### config.mk
export PLATFORM = sky130hd
export DESIGN_NAME = seq_mul5x3_ctrl
export DESIGN_NICKNAME = d
export VERILOG_FILES = /design/src/rtl/seq_mul5x3_ctrl_pkg.sv /design/src/rtl/seq_mul5x3_ctrl_adder.sv /design/src/rtl/seq_mul5x3_ctrl.sv
export SDC_FILE = /design/constraint.sdc
export NUM_CORES = 1
export LEC_CHECK = 0
export CORE_MARGIN = 2
export CORE_UTILIZATION = 35
export DETAILED_ROUTE_END_ITERATION = 12
export PLACE_DENSITY = 0.66
export RECOVER_POWER = 25
export SLEW_MARGIN = 20
export SYNTH_ARGS = -nofsm -noshare
export SYNTH_HDL_FRONTEND = slang
export SYNTH_HIERARCHICAL = 1
export SYNTH_SLANG_ARGS = --single-unit
### constraint.sdc
create_clock -name clk -period 3.3 [get_ports clk]
set_input_delay 0.495 -clock clk [delete_from_list [all_inputs] [get_ports clk]]
set_output_delay 0.495 -clock clk [all_outputs]
set_load 0.03 [all_outputs]
### src/rtl/seq_mul5x3_ctrl_pkg.sv
// Shared constants for the sequential 5x3 shift-add multiplier: operand widths,
// FSM state encodings and the last iteration index.
package seq_mul5x3_ctrl_pkg;

  localparam int A_W = 5;
  localparam int B_W = 3;
  localparam int P_W = A_W + B_W;

  localparam logic [1:0] S_IDLE = 2'd0;
  localparam logic [1:0] S_ITER = 2'd1;
  localparam logic [1:0] S_DONE = 2'd2;

  localparam logic [1:0] ITER_LAST = 2'd2;

endpackage

### src/rtl/seq_mul5x3_ctrl_adder.sv
// lab4_2: 5-bit ripple-carry adder shared by every shift-add iteration.
module lab4_2
  import seq_mul5x3_ctrl_pkg::*;
(
  input  logic [A_W-1:0] a,
  input  logic [A_W-1:0] b,
  input  logic           cin,
  output logic [A_W-1:0] sum,
  output logic           cout
);

  logic carry;

  // NOTE: the carry ripples through a blocking variable inside one always_comb,
  // so each bit sees the carry produced by the bit below it in the same pass.
  always_comb begin
    carry = cin;
    sum   = '0;
    for (int i = 0; i < A_W; i++) begin
      sum[i] = a[i] ^ b[i] ^ carry;
      carry  = (a[i] & b[i]) | (carry & (a[i] ^ b[i]));
    end
    cout = carry;
  end

endmodule

### src/rtl/seq_mul5x3_ctrl.sv
// Sequential 5x3 unsigned multiplier: one shared 5-bit adder, three
// add-then-shift iterations, start/done handshake toward the requester.
module seq_mul5x3_ctrl
  import seq_mul5x3_ctrl_pkg::*;
(
  input  logic           clk,
  input  logic           reset,
  input  logic           start,
  input  logic [A_W-1:0] in_a,
  input  logic [B_W-1:0] in_b,
  output logic           busy,
  output logic           done,
  output logic [P_W-1:0] out_m
);

  logic [1:0]     state;
  logic [1:0]     state_next;
  logic [A_W-1:0] a_reg;
  logic [P_W:0]   p;        // {carry, hi[4:0], lo[2:0]}
  logic [1:0]     cnt;
  logic [A_W-1:0] addend;
  logic [A_W-1:0] sum;
  logic           cout;
  logic [P_W:0]   p_iter;
  logic           accept;
  logic           last_iter;

  assign addend    = a_reg & {A_W{p[0]}};
  assign p_iter    = {1'b0, cout, sum, p[B_W-1:1]};
  assign accept    = start && ((state == S_IDLE) || (state == S_DONE));
  assign last_iter = (state == S_ITER) && (cnt == ITER_LAST);

  lab4_2 u_adder (
    .a    (p[P_W-1:B_W]),
    .b    (addend),
    .cin  (1'b0),
    .sum  (sum),
    .cout (cout)
  );

  // NOTE: state_next gets a default before the case so no path leaves it
  // unassigned, which would otherwise infer a latch.
  always_comb begin
    state_next = state;
    case (state)
      S_IDLE:  if (start) state_next = S_ITER;
      S_ITER:  if (cnt == ITER_LAST) state_next = S_DONE;
      S_DONE:  state_next = start ? S_ITER : S_IDLE;
      default: state_next = S_IDLE;
    endcase
  end

  // NOTE: reset is synchronous and wins over everything, so an operation in
  // flight is dropped without ever reaching DONE.
  always_ff @(posedge clk) begin
    if (reset) begin
      state <= S_IDLE;
      a_reg <= '0;
      p     <= '0;
      cnt   <= '0;
      out_m <= '0;
    end else begin
      state <= state_next;
      if (accept) begin
        a_reg <= in_a;
        p     <= {1'b0, {A_W{1'b0}}, in_b};
        cnt   <= '0;
      end else if (state == S_ITER) begin
        p   <= p_iter;
        cnt <= cnt + 2'd1;
      end
      // out_m only changes on entry to DONE, so it holds across back-to-back runs.
      if (last_iter) out_m <= p_iter[P_W-1:0];
    end
  end

  assign busy = (state == S_ITER);
  assign done = (state == S_DONE);

endmodule

* Word level (Yosys, flattened, before mapping)
Index checks and enable logic that the tools add are counted.
Word-level totals: input port bits 11, output and inout bits 10, register bits after elaboration 25
Cells by class: equality and inequality tests 5, reduce and logical (&&, ||, !) cells 7, add/sub/neg operators 1, mux-type cells 6, bitwise logic cells 23
Operators by type and width (number):
- 1-bit bitwise AND | 9
- 1-bit bitwise XOR | 9
- 3-bit two-way mux | 2
- 2-bit one-hot mux with 3 select lines | 1
- 5-bit bitwise AND | 1
- 2-bit == test (second input constant) | 2
- 2-bit two-way mux | 2
- 1-bit OR | 4
- 2-bit by 1-bit adder with 2-bit output (second input constant) | 1
- 2-bit by 1-bit == test with 1-bit output (second input constant) | 1
- 1-bit logical AND | 2
- 2-bit logical NOT | 1
- 2-bit by 1-bit != test with 1-bit output (second input constant) | 1
- 2-bit != test (second input constant) | 1
- 2-bit AND reduction | 1
- 2-bit nonzero test | 1
- 2-bit OR reduction | 1
- 1-bit logical OR | 1
- 1-bit two-way mux | 1

* Depth between registers and ports, before layout
Gate-level depths: netlist of run 1.
word-level depth 10, mapped depth 12, gate-level depth less buffers 12

* Cells and area by module
The synthesis of run 1 kept the hierarchy.
By module, submodules not included:
- seq_mul5x3_ctrl | area each 1036.0 um2, times used 1, cells each 118
- lab4_2 | area each 137.6 um2, times used 1, cells each 15

* Least setup slack after synthesis of run 1
Ideal clock, no wire load.
path kind register to register, start register p[0], end register out_m[6], buffers on the path 0, slack 0.714 ns, library setup time 0.066 ns, stages on the path, launching flop included 13, data arrival time 2.520 ns, cell sequence dfxtp_1 -> and2_1 -> fa_1 -> inv_1 -> fa_1 -> inv_1 -> fa_1 -> fa_1 -> inv_1 -> fa_1 -> inv_1 -> nand3_2 -> a21oi_2
Between the ends: longest elaborated chain between the ends 9, elaborated cells between the ends (all ways) 16, those cells by class bitwise: 16
RTL lines:
- start: declaration | RTL line seq_mul5x3_ctrl.sv:19 | logic [P_W:0] p;
- start signal: assignment | RTL line seq_mul5x3_ctrl.sv:66 | p <= {1'b0, {A_W{1'b0}}, in_b};
- start signal: assignment | RTL line seq_mul5x3_ctrl.sv:69 | p <= p_iter;
- 5-bit bitwise AND | RTL line seq_mul5x3_ctrl.sv:28 | assign addend = a_reg & {A_W{p[0]}};
- via addend[0] | RTL line seq_mul5x3_ctrl.sv:21 | logic [A_W-1:0] addend;
- 1-bit bitwise AND (2 in a row) | RTL line seq_mul5x3_ctrl_adder.sv:21 | carry = (a[i] & b[i]) | (carry & (a[i] ^ b[i]));
- 1-bit OR | RTL line seq_mul5x3_ctrl_adder.sv:21
- 1-bit bitwise AND | RTL line seq_mul5x3_ctrl_adder.sv:21
- 1-bit OR | RTL line seq_mul5x3_ctrl_adder.sv:21
- 1-bit bitwise AND | RTL line seq_mul5x3_ctrl_adder.sv:21
- 1-bit OR | RTL line seq_mul5x3_ctrl_adder.sv:21
- 1-bit bitwise XOR | RTL line seq_mul5x3_ctrl_adder.sv:20 | sum[i] = a[i] ^ b[i] ^ carry;
- via sum[4] | RTL line seq_mul5x3_ctrl.sv:22 | logic [A_W-1:0] sum;
- end signal: assignment | RTL line seq_mul5x3_ctrl.sv:73 | if (last_iter) out_m <= p_iter[P_W-1:0];
- end: declaration | RTL line seq_mul5x3_ctrl.sv:13 | output logic [P_W-1:0] out_m
The timed path passes the listed nets, and every way through them passes these cells. A chain may end at the register's enable or synchronous reset.

* Final worst setup path of run 1
Same ends and word-level chain as after synthesis.

==> flow_summary.ini, run 1 <==
[setup_path]
crit_arrival_ns = 3.00
cp.depth = 12
cp_common_cell = fa_1
cp-start-kind = flip-flop
reg2regPathDepth = 12
path_class = flip-flop to flip-flop
cp_data_required_time_ns = 3.54
slowest_delay_ns = 0.41
regToRegSetupSlack_ns = 0.54
cpMaxStageDelayCell = fa_1
r2r-end = out_m[6]
r2r-start = p[0]
worstPathCellList = and2_1, fa_1, inv_1, fa_1, inv_1, fa_1, fa_1, inv_1, fa_1, inv_1, nand3_2, a21oi_2
worstPathMaxFanout = 6
cp_top_family = adder cells
cp_num_buf_inv = 4
critPathCaptureType = flip-flop

[floorplanning]
die-area_um2 = 3832
core_um2 = 3284
rows = 21
io_pins = 21
chipHeight_um = 61.91
die_w_um = 61.91
initial_utilization_pct = 35.73

[timing]
max_freq_mhz = 362.5
hold_viol = 0
worstMarginPinSlew_ns = 0.7327
relSlewSlack_pct = 50.99
finClkSkew_ns = 0.004844
rsz0062_at_grt = no
setup_violations = 0
period_needed_ns = 2.759
whs_ns = 0.4657
tns_ns = 0
finalCritPeriodShare_pct = 83.60
drv_slew = 0

[worst_hold_path]
holdPathEnd = out_m[1]
hold-path-cell-count = 2
holdCritStartpoint = out_m[1]
min_path_type = flip-flop to flip-flop

[route]
drc = 0
post_drt_wl_per_cell_um = 10.14
drtAntennaViolNets = 0
via_count = 887
via_per_inst = 4.549
first_pass_iters = 4
finalWirelength_um = 1977
drtIter0Drc = 11

[pwr]
leakage_uw = 0.0004865
pwr-share-clk_pct = 24.7
internal_power_uw = 391.8
seqPwrFrac_pct = 61.0
p_switching_uw = 135.3
peakVddDrop_mv = 0.1169
power_density_nw_per_um2 = 379.9
p_comb_share_pct = 14.2
switching_share_pct = 25.67

[cells_and_area]
fillers = 337
final_cell_mix = 28 x nand2_1, 25 x dfxtp_1, 18 x clkdlybuf4s50_1
final_common_cell = nand2_1
multiInputGateArea_um2 = 553.0
n_antenna_cell = 0
fin_nets = 167
drive_gt1_share_pct = 9.396
regArea_um2 = 500.5
fin_util_pct = 42.25
area_growth_pct = 18.23

[placement]
gp_congestion = 0.7615
hpwl_um = 1550
io_buffers = 20

[yosys]
yosysSeqAreaShare_pct = 42.64
netlist_instances = 133
synthDistinctLibCells = 28
syn_area_um2 = 1174
ys_warn_count = 6
synth_top_area_cell = dfxtp_1
synth.area.top_cells = dfxtp_1 43%, nand2_1 9.0%, fa_1 8.5%
syn_avg_cell_area_um2 = 8.824
synth-seq-cells = 25
yosysTopAreaCellShare_pct = 42.64
syn_nets = 150

[clocking]
cts-htree-levels = 1
cts_hold_buffers = 0
clock-root-buffer = clkbuf_4
clock_sinks = 25
clkTransAtPathRegs_ns = 0.13
cts_setup_buffers = 0
cts_resized = 0
insertion_delay_ns = 0.30
cts_tree = built
cts_buffers = 3
clock_path_buffers = 2

[grt]
grt_use_total_pct = 11.91
antenna_found_initial = 0
grt-ovfl-total = 0
grt_pass1_vias = 809
grt_pass1_wl_um = 3353
grt_max_degree = 21

[run]
drv_cap = 0

[status]
status = complete, no violations
[worst min-delay path, stage by stage (launching register included)]
cell and delay (ns):
dfxtp_1 0.33, nand2_1 0.05, a21oi_1 0.05
[area by class of cell]
cell class | count | share of cell area, %
clock buffers | 4 | 1.894
repair buffers | 20 | 14.43
well taps | 46 | 4.148
flip-flops and latches | 25 | 36.07
inverters | 12 | 3.607
multi-input cells | 88 | 39.86
[worst max path at each step]
| stage | from | to | slack (ns) |
|---|---|---|---|
| 2_1_floorplan | p[0] | out_m[6] | 0.71 |
| 3_3_place_gp | p[0] | out_m[6] | 0.63 |
| 3_5_place_dp | p[0] | out_m[6] | 0.58 |
| 4_1_cts | p[0] | out_m[6] | 0.54 |
| 5_1_grt | p[0] | p[6] | 0.36 |
| 6_report | p[0] | out_m[6] | 0.54 |
[Yosys cell counts]
cell	number
nand2b_2	1
clkbuf_2	1
o21a_1	1
buf_6	2
inv_6	1
inv_1	11
nor2b_1	2
a21oi_2	3
o22ai_1	3
buf_4	1
nand3b_1	1
nand2_1	28
nor3_1	4
fa_1	5
nor2_1	4
nand3_1	5
buf_12	1
ha_1	1
nand3_2	3
xnor2_1	1
nand2b_1	2
conb_1	1
buf_2	3
and2_1	5
a211oi_2	1
dfxtp_1	25
nor3_2	2
a21oi_1	15
[power groups by stage]
| stage | clock, uW | sequential (uW) | combinational, uW |
|---|---|---|---|
| after CTS | 135 | 322 | 76.7 |
| after global placement | 0 | 328 | 75.6 |
| after floorplan | 0 | 327 | 63.8 |
| final | 130 | 322 | 75.0 |
| after detailed placement | 0 | 329 | 76.3 |
| after global routing | 144 | 324 | 84.3 |
[routing by layer]
layer  vias to the layer above  part of all wire [%]  track usage, %
met4                         0                   1.7           7.295
met1                       407                    49           15.68
met3                         2                   2.8           1.242
met2                        18                    46           18.80
met5                         -                     0               0
li1                        460                     -               -
[kinds of logic (layout without fill, tap and decap cells)]
family	Yosys count	count (layout)	share of synthesized area, %
AO/OA/AOI/OAI	23	23	11.94
other	1	1	0.3195
flip-flops	25	25	42.64
buffers and inverters	20	36	10.23
adder cells (fa/ha/maj)	6	6	9.595
XOR/XNOR	1	1	0.7464
AND/OR/NAND/NOR	57	57	24.52
[stage by stage]
stage               instance area [um^2]  power [uW]  setup WS [ns]  std cells
finish                              1388       527.1         0.5411        195
detailed placement                  1361       405.1         0.5758        191
CTS                                 1388       534.2         0.5352        195
global route                        1388       552.0         0.3596        195
floorplan                           1174       391.0         0.7139        133
global placement                    1361       403.7         0.6291        191
No activity file was read; power rests on OpenSTA's default activity.
==> run 2, diff against run 1 <==
clock period = 2.85 ns   (was 3.3 ns; I/O delays follow)
==> flow_summary.ini, run 2 (synthesis results as in run 1) <==
[setup_path]
r2r-start = a_reg[0]
regToRegSetupSlack_ns = 0.14
crit_arrival_ns = 2.96
path_class = flip-flop to flip-flop
worstPathMaxFanout = 2
cp_data_required_time_ns = 3.10
r2r-end = out_m[6]
cp_num_buf_inv = 4
cpMaxStageDelayCell = fa_1
critPathCaptureType = flip-flop
cp_top_family = adder cells
cp.depth = 12
slowest_delay_ns = 0.41
reg2regPathDepth = 12
cp-start-kind = flip-flop
critical_path.startpoint = a_reg[0]
endpoint = out_m[6]
worstPathCellList = and2_1, fa_1, inv_1, fa_1, inv_1, fa_2, fa_1, inv_1, fa_1, inv_1, nand3_2, a21oi_2

[cells_and_area]
fin_nets = 169
final_area_um2 = 1401
fillers = 346
final_common_cell = nand2_1
drive_gt1_share_pct = 11.92
fin_util_pct = 42.67
area_growth_pct = 19.40
final_cell_mix = 28 x nand2_1, 23 x dfxtp_1, 19 x clkdlybuf4s50_1
n_antenna_cell = 0

[clocking]
insertion_delay_ns = 0.32
clock_sinks = 25
cts-htree-levels = 1
clock-root-buffer = clkbuf_4
cts_buffers = 3
cts_hold_buffers = 0
cts_tree = built
clkTransAtPathRegs_ns = 0.14
clock_path_buffers = 2

[route]
finalWirelength_um = 2087
post_drt_wl_per_cell_um = 10.59
first_pass_iters = 4
via_per_inst = 4.533
drc = 0
drtIter0Drc = 41
drtAntennaViolNets = 0
via_count = 893

[timing]
max_freq_mhz = 369.2
finClkSkew_ns = 0.01182
worstMarginPinSlew_ns = 0.5735
hold_viol = 0
rsz0062_at_grt = no
drv_slew = 0
finalCritPeriodShare_pct = 95.05
tns_ns = 0
setup_violations = 0
relSlewSlack_pct = 61.69
period_needed_ns = 2.709

[pwr]
leakage_uw = 0.0004952
power_density_nw_per_um2 = 440.1
peakVddDrop_mv = 0.1238

[status]
status = complete, no violations

[floorplanning]
rows = 21
die_w_um = 61.91
core_um2 = 3284
io_pins = 21
initial_utilization_pct = 35.73
die-area_um2 = 3832
chipHeight_um = 61.91

[grt]
antenna_found_initial = 0
grt_use_total_pct = 12.10
grt-ovfl-total = 0
grt_pass1_vias = 801
grt_max_degree = 21
grt_pass1_wl_um = 3422

[placement]
post_dp_cell_area_um2 = 1369
hpwl_um = 1606
gp_congestion = 0.7650
io_buffers = 20

[worst_hold_path]
min_path_type = flip-flop to flip-flop

[run]
drv_cap = 0
[run 2: layout make-up]
cell class                 count  area (um^2)  share of cell area, %
multi-input combinational     88        548.0                  39.11
sequential                    25        503.0                  35.89
timing repair buffer          22        215.2                  15.36
tap                           46        57.56                  4.107
inverter                      12        50.05                  3.571
clock buffer                   3        22.52                  1.607
clock inverter                 1        5.005                 0.3571
[run 2: tightest hold or removal path: stages, from the launching register on]
cell	delay, ns
dfxtp_1	0.33
nand2_1	0.05
a21oi_1	0.05
[run 2: where the power goes]
part           internal [uW]  switching [uW]
Clock                   52.4             102
Combinational           38.5            51.8
Sequential               363            9.02
Total                    454             162
[run 2: routing by layer]
layer  wire [um]  track usage, %
met5           0               0
met4          34           7.295
met3          94           1.449
met2        1009           19.85
met1         949           15.20
[run 2: worst min path at each step]
stage                         from  endpoint  slack [ns]  cells after the start
after detailed placement  out_m[0]  out_m[0]        0.45                      2
after floorplan           a_reg[0]  a_reg[0]        0.43                      2
after global routing      out_m[0]  out_m[0]        0.48                      2
final                     out_m[0]  out_m[0]        0.46                      2
after CTS                 out_m[0]  out_m[0]        0.47                      2
after global placement    out_m[7]  out_m[7]        0.44                      2
[run 2: what timing repair did]
item                                    CTS  global route
setup buffers                             0             1
resized for setup                         0             3
endpoints found under the setup margin    0             2
[run 2: metrics by stage]
stage	instances	setup WS [ns]	hold WS [ns]	power (uW)
floorplan	133	0.2639	0.4317	452.7
global placement	192	0.1895	0.4444	468.7
detailed placement	192	0.09816	0.4470	470.7
CTS	196	0.06320	0.4658	627.8
global route	197	0.02805	0.4839	647.4
finish	197	0.1412	0.4618	616.7
==> run 3, diff against run 2 <==
CORE_MARGIN = default   (was 2)
==> flow_summary.ini, run 3 (synthesis results as in run 1) <==
[placement]
io_buffers = 20
gp_congestion = 0.7741
hpwl_um = 1538
dp.cells = 190

[cells_and_area]
area_growth_pct = 18.98
n_antenna_cell = 0
fin_nets = 169
final_common_cell = nand2_1
final_cell_mix = 28 x nand2_1, 24 x dfxtp_1, 19 x clkdlybuf4s50_1
instances_no_fill = 195
fin_util_pct = 44.64
drive_gt1_share_pct = 10.60

[timing]
finalCritPeriodShare_pct = 95.01
whs_ns = 0.4622
hold_viol = 0
setup_violations = 0
rsz0062_at_grt = no
drv_slew = 0
period_needed_ns = 2.708
relSlewSlack_pct = 61.54
max_freq_mhz = 369.3
tns_ns = 0
finClkSkew_ns = 0.008348
worstMarginPinSlew_ns = 0.5757

[setup_path]
r2r-end = out_m[6]
worstPathMaxFanout = 3
path_class = flip-flop to flip-flop
cp_data_required_time_ns = 3.11
reg2regPathDepth = 12
endpoint = out_m[6]
r2r-start = p[0]
critPathCaptureType = flip-flop
cp-start-kind = flip-flop
crit_arrival_ns = 2.97
regToRegSetupSlack_ns = 0.14
critical_path.startpoint = p[0]

[floorplanning]
core_um2 = 3128
chipHeight_um = 59.91
die_w_um = 59.91
rows = 20
die-area_um2 = 3589
io_pins = 21
initial_utilization_pct = 37.52

[route]
via_per_inst = 4.421
first_pass_iters = 4
drtIter0Drc = 15
drc = 0
finalWirelength_um = 2035
post_drt_wl_per_cell_um = 10.44
drtAntennaViolNets = 0
via_count = 862

[pwr]
leakage_uw = 0.0004932
peakVddDrop_mv = 0.1500
power_density_nw_per_um2 = 440.7
total_power_uw = 615.4

[grt]
antenna_found_initial = 0
grt_pass1_vias = 797
grt_use_total_pct = 12.90
grt_max_degree = 21
grt_pass1_wl_um = 3360
grt-ovfl-total = 0

[clocking]
clock_sinks = 25
cts_tree = built
cts_buffers = 3
clock_path_buffers = 2
cts-htree-levels = 1
insertion_delay_ns = 0.31
clock-root-buffer = clkbuf_4
cts_hold_buffers = 0
clkTransAtPathRegs_ns = 0.13

[worst_hold_path]
min_path_type = flip-flop to flip-flop
hold-path-cell-count = 2

[status]
status = complete, no violations

[run]
drv_cap = 0
-- run 3: per-stage QoR --
stage | cell area [um^2] | setup slack (ns)
global placement | 1366 | 0.1920
detailed placement | 1366 | 0.1148
global route | 1396 | 0.006225
CTS | 1393 | 0.09258
finish | 1396 | 0.1421
floorplan | 1174 | 0.2639
-- run 3: critical path, stage by stage, from the launching register on --
cell	delay, ns
dfxtp_4	0.36
and2_1	0.14
fa_1	0.38
inv_1	0.07
fa_1	0.15
inv_1	0.05
fa_1	0.39
fa_1	0.38
inv_1	0.07
fa_1	0.41
inv_2	0.07
nand3_2	0.06
a21oi_2	0.12
-- run 3: metal layers --
layer	vias to the layer above	track usage (%)	share of wire, %	wire [um]
li1	458	-	-	-
met1	379	15.82	48	974
met2	21	20.63	46	945
met3	4	1.948	3.2	66
met4	0	8.970	2.4	49
met5	-	0	0	0
-- run 3: final cells by class --
class	instances	area, um^2
fill	341	1732
sequential	25	504.2
inverter	12	50.05
multi-input combinational	88	545.5
clock buffer	4	26.28
tap	44	55.05
timing repair buffer	22	215.2
-- run 3: repair_timing --
action	CTS	global route
setup buffers	0	1
resized for setup	0	3
setup endpoints to repair	0	2
-- run 3: report_power, final --
group	total [uW]	internal [uW]	leakage [uW]	switching, uW
clock	152	54.6	0.0000150	97.9
sequential	372	363	0.000204	9.11
combinational	90.6	38.6	0.000274	52.1
total	615	456	0.000493	159
-- run 3: worst min-delay path by stage --
| stage | start | endpoint |
|---|---|---|
| 6_report | out_m[7] | out_m[7] |
| 5_1_grt | out_m[3] | out_m[3] |
| 4_1_cts | out_m[2] | out_m[2] |
| 3_5_place_dp | out_m[2] | out_m[2] |
| 3_3_place_gp | out_m[2] | out_m[2] |
| 2_1_floorplan | a_reg[0] | a_reg[0] |
